==> src/rtl/branch_resolve_unit.sv <==
// branch_resolve_unit
//   Registered branch resolver for the MIPS pipeline. It compares two operands
//   under a 4-bit branch opcode. One cycle after a request is accepted, it
//   presents the taken decision, a mispredict flag against the supplied
//   prediction, and the request tag. A single-entry output register gives
//   valid/ready backpressure with full 1-per-cycle throughput.
//
//   Optional build macro: BRANCH_RESOLVE_PERF_CNT_EN
//     defined   -> saturating counters of accepted branches / mispredicts
//     undefined -> cnt_branch / cnt_mispred tied to zero, no counter flops
//
// Parameters
//   WIDTH  operand width (>= 2)
//   TAG_W  opaque tag width
//   CNT_W  performance counter width
//
// Ports
//   clk            rising-edge clock
//   reset_n        synchronous active-low reset
//   in_valid       request valid
//   in_ready       request can be accepted (!out_valid || out_ready)
//   in_d1, in_d2   operands
//   in_op          branch opcode (0 NONE .. 11 ALWAYS, 12-15 treated as NONE)
//   in_pred        predicted-taken bit
//   in_tag         request tag
//   flush          drop held result and any request presented this cycle
//   out_valid      result valid
//   out_ready      consumer accepts result
//   out_taken      resolved direction
//   out_mispredict resolved direction differs from prediction (non-NONE ops)
//   out_tag        tag of the result
//   cnt_branch     accepted non-NONE results
//   cnt_mispred    accepted mispredicted results
module branch_resolve_unit #(
  parameter int WIDTH = 32,
  parameter int TAG_W = 5,
  parameter int CNT_W = 32
) (
  input  logic             clk,
  input  logic             reset_n,
  input  logic             in_valid,
  output logic             in_ready,
  input  logic [WIDTH-1:0] in_d1,
  input  logic [WIDTH-1:0] in_d2,
  input  logic [3:0]       in_op,
  input  logic             in_pred,
  input  logic [TAG_W-1:0] in_tag,
  input  logic             flush,
  output logic             out_valid,
  input  logic             out_ready,
  output logic             out_taken,
  output logic             out_mispredict,
  output logic [TAG_W-1:0] out_tag,
  output logic [CNT_W-1:0] cnt_branch,
  output logic [CNT_W-1:0] cnt_mispred
);

  localparam logic [3:0] OP_NONE   = 4'd0;
  localparam logic [3:0] OP_EQ     = 4'd1;
  localparam logic [3:0] OP_NE     = 4'd2;
  localparam logic [3:0] OP_LEZ    = 4'd3;
  localparam logic [3:0] OP_GTZ    = 4'd4;
  localparam logic [3:0] OP_LTZ    = 4'd5;
  localparam logic [3:0] OP_GEZ    = 4'd6;
  localparam logic [3:0] OP_LT     = 4'd7;
  localparam logic [3:0] OP_GE     = 4'd8;
  localparam logic [3:0] OP_LTU    = 4'd9;
  localparam logic [3:0] OP_GEU    = 4'd10;
  localparam logic [3:0] OP_ALWAYS = 4'd11;

  // ---- Stage 0: combinational compare on the incoming request ----
  logic signed [WIDTH-1:0] d1_s;
  logic signed [WIDTH-1:0] d2_s;
  logic                    taken_c;
  logic                    nonnone_c;
  logic                    mispred_c;
  logic                    load;

  assign d1_s = in_d1;
  assign d2_s = in_d2;

  always_comb begin
    taken_c   = 1'b0;
    nonnone_c = 1'b1;
    case (in_op)
      OP_EQ:     taken_c = (in_d1 == in_d2);
      OP_NE:     taken_c = (in_d1 != in_d2);
      OP_LEZ:    taken_c = (d1_s <= 0);
      OP_GTZ:    taken_c = (d1_s > 0);
      OP_LTZ:    taken_c = d1_s[WIDTH-1];
      OP_GEZ:    taken_c = !d1_s[WIDTH-1];
      OP_LT:     taken_c = (d1_s < d2_s);
      OP_GE:     taken_c = (d1_s >= d2_s);
      OP_LTU:    taken_c = (in_d1 < in_d2);
      OP_GEU:    taken_c = (in_d1 >= in_d2);
      OP_ALWAYS: taken_c = 1'b1;
      default:   nonnone_c = 1'b0;  // NONE and reserved 12-15
    endcase
  end

  // NONE/reserved never mispredict, whatever the prediction bit says.
  assign mispred_c = nonnone_c && (taken_c != in_pred);

  // ---- Stage 1: single-entry output register ----
  logic             out_valid_q, out_valid_d;
  logic             taken_q;
  logic             mispred_q;
  logic [TAG_W-1:0] tag_q;

  assign in_ready = !out_valid_q || out_ready;
  assign load     = in_valid && in_ready && !flush;

  always_comb begin
    out_valid_d = out_valid_q;
    if (flush)          out_valid_d = 1'b0;
    else if (load)      out_valid_d = 1'b1;
    else if (out_ready) out_valid_d = 1'b0;
  end

  always_ff @(posedge clk) begin
    if (!reset_n) begin
      out_valid_q <= 1'b0;
      taken_q     <= 1'b0;
      mispred_q   <= 1'b0;
      tag_q       <= '0;
    end else begin
      out_valid_q <= out_valid_d;
      if (load) begin
        taken_q   <= taken_c;
        mispred_q <= mispred_c;
        tag_q     <= in_tag;
      end
    end
  end

  assign out_valid      = out_valid_q;
  assign out_taken      = taken_q;
  assign out_mispredict = mispred_q;
  assign out_tag        = tag_q;

`ifdef BRANCH_RESOLVE_PERF_CNT_EN
  // ---- Counters: sample results as they leave the output register ----
  logic             nonnone_q;
  logic             fire;
  logic [CNT_W-1:0] cnt_branch_q, cnt_branch_d;
  logic [CNT_W-1:0] cnt_mispred_q, cnt_mispred_d;

  function automatic logic [CNT_W-1:0] sat_inc(input logic [CNT_W-1:0] v);
    return (&v) ? v : v + {{(CNT_W-1){1'b0}}, 1'b1};
  endfunction

  assign fire = out_valid_q && out_ready && !flush && nonnone_q;

  always_comb begin
    cnt_branch_d  = cnt_branch_q;
    cnt_mispred_d = cnt_mispred_q;
    if (fire) begin
      cnt_branch_d = sat_inc(cnt_branch_q);
      if (mispred_q) cnt_mispred_d = sat_inc(cnt_mispred_q);
    end
  end

  always_ff @(posedge clk) begin
    if (!reset_n) begin
      nonnone_q     <= 1'b0;
      cnt_branch_q  <= '0;
      cnt_mispred_q <= '0;
    end else begin
      if (load) nonnone_q <= nonnone_c;
      cnt_branch_q  <= cnt_branch_d;
      cnt_mispred_q <= cnt_mispred_d;
    end
  end

  assign cnt_branch  = cnt_branch_q;
  assign cnt_mispred = cnt_mispred_q;
`else
  assign cnt_branch  = '0;
  assign cnt_mispred = '0;
`endif

endmodule
==> config.mk <==
export PLATFORM = sky130hd
export DESIGN_NAME = branch_resolve_unit
export DESIGN_NICKNAME = d
export VERILOG_FILES = /design/src/rtl/branch_resolve_unit.sv
export SDC_FILE = /design/constraint.sdc
export NUM_CORES = 1
export LEC_CHECK = 0
export CORE_MARGIN = 4
export CORE_UTILIZATION = 37
export DETAILED_ROUTE_END_ITERATION = 7
export GPL_ROUTABILITY_DRIVEN = 0
export HOLD_SLACK_MARGIN = 0.1
export PLACE_DENSITY = 0.84
export SYNTH_ARGS = -nofsm -noshare
export SYNTH_HDL_FRONTEND = slang
export SYNTH_SLANG_ARGS = --single-unit
==> constraint.sdc <==
create_clock -name clk -period 5.1 [get_ports clk]
set_input_delay 1.53 -clock clk [delete_from_list [all_inputs] [get_ports clk]]
set_output_delay 1.53 -clock clk [all_outputs]
set_load 0.01 [all_outputs]
Word level (Yosys, flattened, before mapping). Cells that the tools add are included.

Magnitude comparators: 6. Equality and inequality tests: 14. Mux-type cells: 4. Bitwise gates (word level): 1. Reduce and logical (&&, ||, !) cells: 10.

Operator list (count): 32-bit greater-or-equal comparator (2); 32-bit < comparator (2); 32-bit == test (1); 32-bit by 1-bit greater-than comparator with 1-bit output, second input constant (1); 32-bit by 1-bit less-or-equal comparator with 1-bit output, second input constant (1); 32-bit != test (1); 4-bit by 3-bit == test with 1-bit output, second input constant (4); 4-bit == test, second input constant (4); 1-bit one-hot mux with 11 select lines (1); 11-bit OR reduction (1); 4-bit by 2-bit == test with 1-bit output, second input constant (2); 4-bit by 1-bit == test with 1-bit output, second input constant (1); 1-bit logical AND (3); 1-bit zero test (3); 1-bit 2-to-1 mux (3); 2-bit nonzero test (1); 2-bit OR reduction (1); 1-bit logical OR (1); 1-bit != test (1); 1-bit inverter (1).

Register bits after elaboration: 8. Bits of input ports: 79. Output and inout port bits: 73.

Logic depth before layout (Yosys ltp).
Depth after elaboration: 5. Mapped depth: 11. Depth with buffers taken out: 11.

Worst setup path after synthesis. OpenSTA, ideal clock, no wires.

Kind: input to register. From: input in_d2[14]. To: register taken_q (netlist: out_taken). Data arrival time: 3.542 ns. Required time: 4.985 ns. Path slack: 1.443 ns. Stages: 11. Buffers on the path: 0. Cell sequence: inv_1 ha_1 and4_1 a21oi_1 o211ai_1 o41a_1 nor4b_1 o21ai_1 a311oi_2 nor3b_1 o21a_1.

Cells in the longest elaborated chain, start to end: 2.

Ends and longest elaborated chain: start: declaration (RTL line 44) `input logic [WIDTH-1:0] in_d2,`; 32-bit greater-or-equal comparator (tied with other cells) (RTL line 95) `OP_GEU: taken_c = (in_d1 >= in_d2);`; 1-bit one-hot mux with 11 select lines (*) (RTL line 85) `case (in_op)`; end signal: assignment (RTL line 129) `taken_q <= taken_c;`; end: declaration (RTL line 106) `logic taken_q;`.

Mark *: on every way between the ends. The rest lies on a longest branch, timed or not. A chain may end at the register's enable or synchronous reset.

Final worst setup path.
From: input in_d1[31]. To: register taken_q (netlist: out_taken).

Cells in the longest elaborated chain, start to end: 2.

Ends and longest elaborated chain: start: declaration (RTL line 43) `input logic [WIDTH-1:0] in_d1,`; 32-bit greater-or-equal comparator (tied with other cells) (RTL line 95); 1-bit one-hot mux with 11 select lines (*) (RTL line 85).

Marks and branches as above.

==> results.cfg <==
[route]
drc = 0
dr.pass1.iters = 4
routed_via_density = 4.53
routedWlPerCell_microns = 11.9
wl_met3_microns = 645
top_layer = met4
wl_met2_microns = 2520
wirelength_met1_microns = 1780
postRouteAntennaNets = 0
totalWireLength_microns = 5020
drt_iter0_drc = 34
vias = 1912

[sta]
fin_ws_ns = 0.869
fin_tns_setup_ns = 0
skew_ns = 0.00384
finalHoldViolations = 0
min_period_over_period_pct = 83.0
fin_crit_ns = 4.23
rsz0062_at_grt = no
setup_violations = 0
max_freq_mhz = 236
drv_slew = 0

[clock_tree]
cts_tree = yes
htreeDepth = 1
path_clk_slew_ns = 0.04
clock_path_buffers = 2
clock_latency_ns = 0.23
cts_num_sinks = 8
ctsHoldBuffers = 0
cts_root_buf = clkbuf_8
cts_made_buffers = 3
postCtsSetupRepairBufs = 0
cts_resized = 0

[global_routing]
grt_pass1_vias = 1831
grt_max_degree = 11
track_usage_pct = 13.7
grt_pass1_wl_microns = 7360
antenna_found_initial = 0
grt-ovfl-total = 0

[finish]
final_area_sq_um = 2720
seqCellArea_sq_um = 160
area_delta_synth_final_pct = 36.8
fin_cells = 422
final_core_util_pct = 52.6
num_antenna_cells = 0
multi_input_area_sq_um = 1410
nNetsFinal = 468
fill_cells = 506
drive_above_1_share_pct = 1.99

[yosys]
synth_edf_count = 0
synth_top_area_share_pct = 24.2
ys_ff_latch = 8
async_flop_share_pct = 0
post-synth-top-count-cell = buf_4
yosysWarnings = 0
yosysUniqueCellTypes = 38
yosysTopAreaCell = buf_4
netlist_area_sq_um = 1990
yosys-top-cells-count = buf_4, inv_1, ha_1
syn_inst = 266
synth_area_leaders = buf_4, ha_1, dfxtp_1
ys_seq_area_share_pct = 8.06
syn_area_per_cell_sq_um = 7.47
synth_flop_cell = dfxtp_1

[worst_setup_path]
end_kind = flop
start_kind = input port
crit_fanout = 7
worst_ep_arrival_time_ns = 4.35
path_class = in -> reg
ff2ff_path_depth = 5
critical_path_required_ns = 5.22

[flow_run]
maxCapViolations = 0

[die]
die_w_microns = 81.3
ios = 152
rows = 26
die_area_sq_um = 6610
die_h_microns = 81.3
initial_core_util_pct = 38.4
core_sq_um = 5170

[place]
post-dp-hpwl_microns = 4600
io_buffers = 87
placed_area_sq_um = 2680
dp_slack_ns = 0.556
place_inst = 419

[power]
power.density_nw_per_um2 = 120
comb_power_share_pct = 56.4
worst_ir_drop_vdd_uv = 162
leakagePower_nw = 1.31
clockPowerShare_pct = 22.9
switching_share_pct = 34.3
p_sw_mw = 0.112
p_int_mw = 0.214
p_seq_share_pct = 20.7

[worst_hold_path]
hp-class = reg -> reg
worstHoldPathCells = 2

[outcome]
outcome = complete, no violations
cell type report:
| class | instances | share of cell area [%] |
|---|---|---|
| Timing Repair Buffer | 88 | 32.3 |
| Clock buffer | 3 | 1.52 |
| Inverter | 37 | 5.11 |
| Tap cell | 70 | 3.22 |
| Multi-Input combinational cell | 216 | 52.0 |
| Sequential cell | 8 | 5.89 |
cells in the final DEF, fill, tap and decap left out, drive strengths merged, types with 2 or more instances in the layout:
| cell type | netlist | routed |
|---|---|---|
| o211ai | 2 | 2 |
| a21oi | 17 | 17 |
| o21ai | 10 | 10 |
| nor2b | 8 | 8 |
| clkbuf | 2 | 3 |
| nor3b | 4 | 4 |
| nand2 | 12 | 12 |
| mux2i | 8 | 8 |
| inv | 37 | 37 |
| and4 | 3 | 3 |
| conb | 1 | 64 |
| nor2 | 6 | 6 |
| and2b | 3 | 3 |
| nor4 | 11 | 11 |
| nand3 | 5 | 5 |
| nand3b | 2 | 2 |
| a211oi | 2 | 2 |
| ha | 35 | 35 |
| dfxtp | 8 | 8 |
| clkdlybuf4s50 | 0 | 87 |
| nand4 | 9 | 9 |
| nor3 | 2 | 2 |
worst paths after layout:
check              from        endpoint  slack (ns)
max           in_d1[31]       out_taken        0.87
min          out_tag[3]      out_tag[3]        0.51
max reg2reg   out_valid  out_mispredict        3.67
min reg2reg  out_tag[3]      out_tag[3]        0.51
per-layer routing:
layer	track usage, %	vias up
li1	-	968
met1	14.4	837
met2	25.9	99
met3	3.44	8
met4	5.24	0
met5	0	-
per-stage QoR:
stage	power, mW	hold WS [ns]
after floorplan	0.199	0.538
after global placement	0.246	0.499
after detailed placement	0.251	0.511
after CTS	0.329	0.521
after global routing	0.355	0.546
final	0.326	0.515
power by group through the flow:
stage / logic [mW] / clock network, mW / registers [mW]
2_1_floorplan: 0.129 / 0 / 0.0697
3_3_place_gp: 0.177 / 0 / 0.0683
3_5_place_dp: 0.183 / 0 / 0.0684
4_1_cts: 0.183 / 0.0778 / 0.0675
5_1_grt: 0.205 / 0.0820 / 0.0677
6_report: 0.184 / 0.0747 / 0.0674
worst max-delay path, stage by stage:
cell and delay, ns:
clkdlybuf4s50_1 0.52, ha_1 0.45, nand4_1 0.16, nor4_1 0.50
nand3_1 0.22, mux2i_1 0.16, nor3_1 0.18, nand3b_1 0.11
a311oi_2 0.25, nor3b_1 0.09, o21a_1 0.18
state kept, by name, indices dropped and copies added, names as in the netlist:
name and count:
out_mispredict 1, out_valid 1, out_tag 5, out_taken 1
logic make-up after synthesis:
group	count (synthesis)	share of synthesized area, %
compound gates	40	12.6
fa+ha+maj	35	22.0
buf+inv	105	32.7
flops	8	8.06
mux	8	4.03
other cells	1	0.189
simple gates	69	20.3
No activity file was read; power rests on OpenSTA's default activity.
